--- src/rtl/rf_wport_arbiter.sv ---
// Register-file write-port arbiter: WB passes through with priority, aux writes
// are buffered in a small FIFO and drained in idle WB slots.
module rf_wport_arbiter #(
    parameter int unsigned DEPTH    = 4,
    parameter int unsigned MAX_WAIT = 8
) (
    input  logic        i_clk,
    input  logic        i_rst_n,
    input  logic        i_wb_we,
    input  logic [4:0]  i_wb_rd,
    input  logic [31:0] i_wb_data,
    input  logic        i_aux_valid,
    output logic        o_aux_ready,
    input  logic [4:0]  i_aux_rd,
    input  logic [31:0] i_aux_data,
    output logic        o_rf_we,
    output logic [4:0]  o_rf_rd,
    output logic [31:0] o_rf_data,
    output logic        o_stall_req,
    output logic [31:0] o_pend_mask,
    output logic        o_aux_drop
);

    localparam int unsigned AW = $clog2(DEPTH);
    localparam int unsigned CW = AW + 1;
    localparam int unsigned WW = $clog2(MAX_WAIT + 1);

    logic [4:0]    rd_mem   [DEPTH];
    logic [31:0]   data_mem [DEPTH];
    logic [AW-1:0] wr_ptr;
    logic [AW-1:0] rd_ptr;
    logic [CW-1:0] count;
    logic [WW-1:0] wait_q;
    logic          drop_q;

    logic          empty;
    logic          full;
    logic          wb_hit;
    logic          pop;
    logic          accept;
    logic          push;
    logic [31:0]   pend_mask;

    assign empty  = (count == '0);
    assign full   = (count == CW'(DEPTH));
    assign wb_hit = i_wb_we && (i_wb_rd != 5'd0);
    assign pop    = !wb_hit && !empty;
    assign accept = i_aux_valid && !full;
    assign push   = accept && (i_aux_rd != 5'd0);

    // FIFO storage, pointers, occupancy, starvation counter and drop pulse
    always_ff @(posedge i_clk or negedge i_rst_n) begin
        if (!i_rst_n) begin
            for (int i = 0; i < int'(DEPTH); i++) begin
                rd_mem[i]   <= '0;
                data_mem[i] <= '0;
            end
            wr_ptr <= '0;
            rd_ptr <= '0;
            count  <= '0;
            wait_q <= '0;
            drop_q <= 1'b0;
        end else begin
            drop_q <= accept && (i_aux_rd == 5'd0);
            if (push) begin
                rd_mem[wr_ptr]   <= i_aux_rd;
                data_mem[wr_ptr] <= i_aux_data;
                wr_ptr           <= wr_ptr + AW'(1);
            end
            if (pop) begin
                rd_ptr <= rd_ptr + AW'(1);
            end
            case ({push, pop})
                2'b10:   count <= count + CW'(1);
                2'b01:   count <= count - CW'(1);
                default: count <= count;
            endcase
            if (empty || pop) begin
                wait_q <= '0;
            end else if (wait_q != WW'(MAX_WAIT)) begin
                wait_q <= wait_q + WW'(1);
            end
        end
    end

    // Pending-destination mask over the occupied FIFO slots
    always_comb begin
        pend_mask = '0;
        for (int i = 0; i < int'(DEPTH); i++) begin
            if (CW'(i) < count) begin
                pend_mask[rd_mem[rd_ptr + AW'(i)]] = 1'b1;
            end
        end
    end

    // Write-port mux and status outputs, all forced low while reset is held
    always_comb begin
        o_rf_we     = 1'b0;
        o_rf_rd     = '0;
        o_rf_data   = '0;
        o_aux_ready = 1'b0;
        o_stall_req = 1'b0;
        o_pend_mask = '0;
        o_aux_drop  = 1'b0;
        if (i_rst_n) begin
            if (wb_hit) begin
                o_rf_we   = 1'b1;
                o_rf_rd   = i_wb_rd;
                o_rf_data = i_wb_data;
            end else if (!empty) begin
                o_rf_we   = 1'b1;
                o_rf_rd   = rd_mem[rd_ptr];
                o_rf_data = data_mem[rd_ptr];
            end
            o_aux_ready = !full;
            o_stall_req = (wait_q == WW'(MAX_WAIT));
            o_pend_mask = pend_mask;
            o_aux_drop  = drop_q;
        end
    end

endmodule

--- config.mk ---
export PLATFORM = sky130hd
export DESIGN_NAME = rf_wport_arbiter
export DESIGN_NICKNAME = d
export VERILOG_FILES = /design/src/rtl/rf_wport_arbiter.sv
export SDC_FILE = /design/constraint.sdc
export NUM_CORES = 1
export LEC_CHECK = 0
export CELL_PAD_IN_SITES_DETAIL_PLACEMENT = 1
export CELL_PAD_IN_SITES_GLOBAL_PLACEMENT = 2
export CORE_MARGIN = 1
export CORE_UTILIZATION = 36
export DETAILED_ROUTE_END_ITERATION = 12
export PLACE_DENSITY = 0.91
export SYNTH_ARGS = -nofsm -noshare
export SYNTH_HDL_FRONTEND = slang
export SYNTH_SLANG_ARGS = --single-unit
export TNS_END_PERCENT = 100
--- constraint.sdc ---
create_clock -name i_clk -period 3.2 [get_ports i_clk]
set_clock_uncertainty 0.15 [all_clocks]
set_input_delay 0.32 -clock i_clk [delete_from_list [all_inputs] [get_ports i_clk]]
set_output_delay 0.32 -clock i_clk [all_outputs]
set_load 0.02 [all_outputs]
==> impl_results.md <==
- Arrival @ worst endpoint: 2790 ps
- Crit path from: rd_ptr[0]
- CP top delay family: multiplexers
- Synth cell types: 49
- H-tree Lvls: 4
- Die area: 26600 sq um
- Worst-path fanout max: 5
- Largest net degree at the start of global routing: 82
- WP depth: 7
- Die height: 163 microns
- Final min period: 3260 ps
- Post-route design area: 12700 sq um
- Pwr Density: 1180 nW/um^2
- Slew @ Worst Pin: 900 ps
- Synth area leaders: dfrtp_1 (43%), mux2_2 (16%), mux4_2 (13%)
- Cells on worst reg2reg path: 7
- Leakage: 5.49 nW
- FMAX: 307 MHz
- Area leader, netlist: dfrtp_1
- FILL cells: 2593
- Final worst-path cycle share: 1.02
- Status: finished, violations left
- CTS Root Cell: clkbuf_16
- Net count reported at finish: 1035
- Max-cap violations: 0
- Number of global-route vias before repair: 8183
- Layout area overhead: 35.6%
- Clock latency on the worst-skew pair: 420 ps
- Syn avg cell area: 12.2 sq um
- Setup TNS: -211 ps
- First-pass GRT wire length: 46900 microns
- Synth Warn #: 0
- DR WL/cell: 23.7 microns
- Yosys top cell area share: 0.428
- Inst Count DP: 1236
- Via count: 7576
- Via/cell ratio: 5.87
- Post-Synthesis Cells: 769
- Layout Cells excl Fill: 1290
- Layout cell share with drive strength beyond 1: 0.413
- Clock transition at the registers of the reported paths: 60 ps
- Buf+Inv Stages, Crit Path: 3
- Initial antenna violation count: 1
- Pre-CTS setup slack: -122 ps
- Synthesized flop and latch total: 160
- Pre-Repair DR Iteration Count: 5
- Maximum root-to-sink buffer count: 2
- CP Class: reg -> out
- Initial core utilization: 0.369
- Final setup vio count: 10
- 1st-iter DRT viols: 601
- Post-synth EDFFs: 0
- Most Frequent Cell on Critical Path: buf_6
- Final slew viol count: 0
- Worst min path class: in -> async
- Placed cell areas: 11500 sq um
- CP Capture Type: output port
- RSZ-0062 raised after global routing: true
- Crit start category: register
- Register area share after synthesis: 0.428
- Worst Setup EP: o_pend_mask[2]
- DP HPWL: 19800 microns
- All-layer global routing usage: 0.230
- WL final: 30500 microns
- Setup ws final: -55.8 ps
- CTS Buf Count: 17
- Row cnt: 58
- Cells along the critical path: buf_12 > mux4_2 > buf_6 > or4_4 > o22ai_2 > o31a_1 > buf_6
- Mapped Area: 9360 sq um
- Post-DRT Antenna Nets: 0
- IO Count: 151
- Power, Total: 15.0 mW
- Ys async rst share: 1.00
- Failing checks: negative setup slack
- CTS tree: yes
- Hold WS: 125 ps
- Max-Slew Margin vs Limit: 0.398
- CP max-delay cell: mux4_2
- PortBufs: 150
- Reg2Reg Setup Slack: 740 ps
- Routability cong.: 0.924
- FF-to-FF Start: count[0]
- Max stage delay on crit path: 530 ps
- Synth Flop Type: dfrtp_1
- Final Hold Violating Endpoints: 0
- RR Endpoint: data_mem[31]
- CTS sink count: 160
- Core footprint: 25300 sq um
- Post-Syn Nets: 858
- Total grt overflow: 0
- Fin util: 0.501
- Die W: 163 microns
- DR DRC count: 0
- VDD IR-drop max: 0.542 mV
- CP required: 2730 ps
## layer usage
metal  GRT usage  wire length [microns]
met1       0.294                  12600
met2       0.391                  15500
met3      0.0510                   1690
met4      0.0607                    675
met5           0                      0
## cells in the mapped netlist, drive strengths merged (3+ instances only)
| library cell | n |
|---|---|
| nor4 | 4 |
| or4 | 3 |
| mux2 | 148 |
| nor2 | 20 |
| nor2b | 5 |
| o21ai | 5 |
| a21oi | 4 |
| nand3 | 34 |
| nor3 | 20 |
| and2 | 4 |
| o21a | 16 |
| mux4 | 52 |
| o32ai | 13 |
| nand4bb | 5 |
| a32oi | 5 |
| nand2b | 14 |
| a21boi | 32 |
| or2 | 7 |
| ha | 11 |
| or4b | 7 |
| xor2 | 3 |
| o22ai | 33 |
| dfrtp | 160 |
| buf | 15 |
| nand4b | 8 |
| clkbuf | 50 |
| xnor2 | 5 |
| nand2 | 50 |
| inv | 7 |
| nand4 | 3 |
| o31a | 18 |
## worst reg2reg max path: cells and delay by family (launching register included)
kind	cells	cell delay [ps]
AOI/OAI and AO/OA	2	640
muxes	1	350
adders and majority gates	1	250
DFF	1	470
and+or+nand+nor	1	150
buffers and inverters	2	320
## cell usage in the layout, fill, tap and decap left out, types with 6 or more instances in the layout
cell type,netlist,layout
buf_12,0,11
mux2_2,136,136
nand2b_1,14,6
o21a_1,16,16
nor3_1,20,18
nor2_1,20,16
o32ai_1,13,7
inv_1,7,7
buf_2,7,12
nand2_1,50,44
nand4b_1,8,8
nand2b_2,0,6
a21boi_1,31,31
or4b_4,3,7
dlymetal6s2s_1,0,34
mux2_1,12,12
clkbuf_16,0,20
nand2_2,0,6
dfrtp_1,160,156
nand3_1,34,34
ha_1,11,11
o22ai_1,33,16
buf_6,2,15
buf_4,2,63
o31a_1,18,18
clkdlybuf4s50_1,0,80
o22ai_2,0,16
mux4_2,52,52
## logic make-up after synthesis
kind of cell	Yosys count	share of synthesized area
AOI/OAI and AO/OA	131	0.104
xor gates and xnor gates	8	0.00749
adders and majority gates	11	0.0147
buffers and inverters	72	0.0334
DFF	160	0.428
muxes	201	0.304
and+or+nand+nor	186	0.108
## sequential cells by signal, indices dropped and copies added (netlist names)
signal,flops
wr_ptr,2
drop_q,1
rd_ptr,2
count,3
wait_q,4
data_mem,128
rd_mem,20
## where the power goes
| part | switching, mW | internal [mW] |
|---|---|---|
| clock | 0.856 | 1.03 |
| combinational | 4.75 | 4.60 |
| sequential | 0.724 | 3.06 |
## worst min path at each step
stage / end / slack [ps] / depth (start not counted)
CTS: wait_q[2] / 110 / 2
global placement: data_mem[116] / 230 / 1
floorplan: count[0] / -130 / 0
detailed placement: data_mem[111] / 240 / 1
global route: data_mem[22] / 150 / 2
finish: data_mem[21] / 130 / 2
## repair_timing
item	CTS	global route
setup endpoints to repair	65	66
endpoints found under the hold margin	15	0
pin swaps	5	28
setup buffers	11	6
gates resized for setup	168	101
hold buffers	1	0
gates cloned	0	3
## area by class of cell
type | instances | area [sq um] | share of cell area
multi-input cells | 537 | 5410 | 0.426
flip-flops and latches | 160 | 4010 | 0.316
repair buffers | 223 | 2270 | 0.179
clock buffers | 19 | 443 | 0.0349
well taps | 330 | 413 | 0.0326
clock inverters | 13 | 108 | 0.00848
inverters | 7 | 26.3 | 0.00207
diodes | 1 | 2.50 | 0.000197
(Power assumes the default switching activity.)
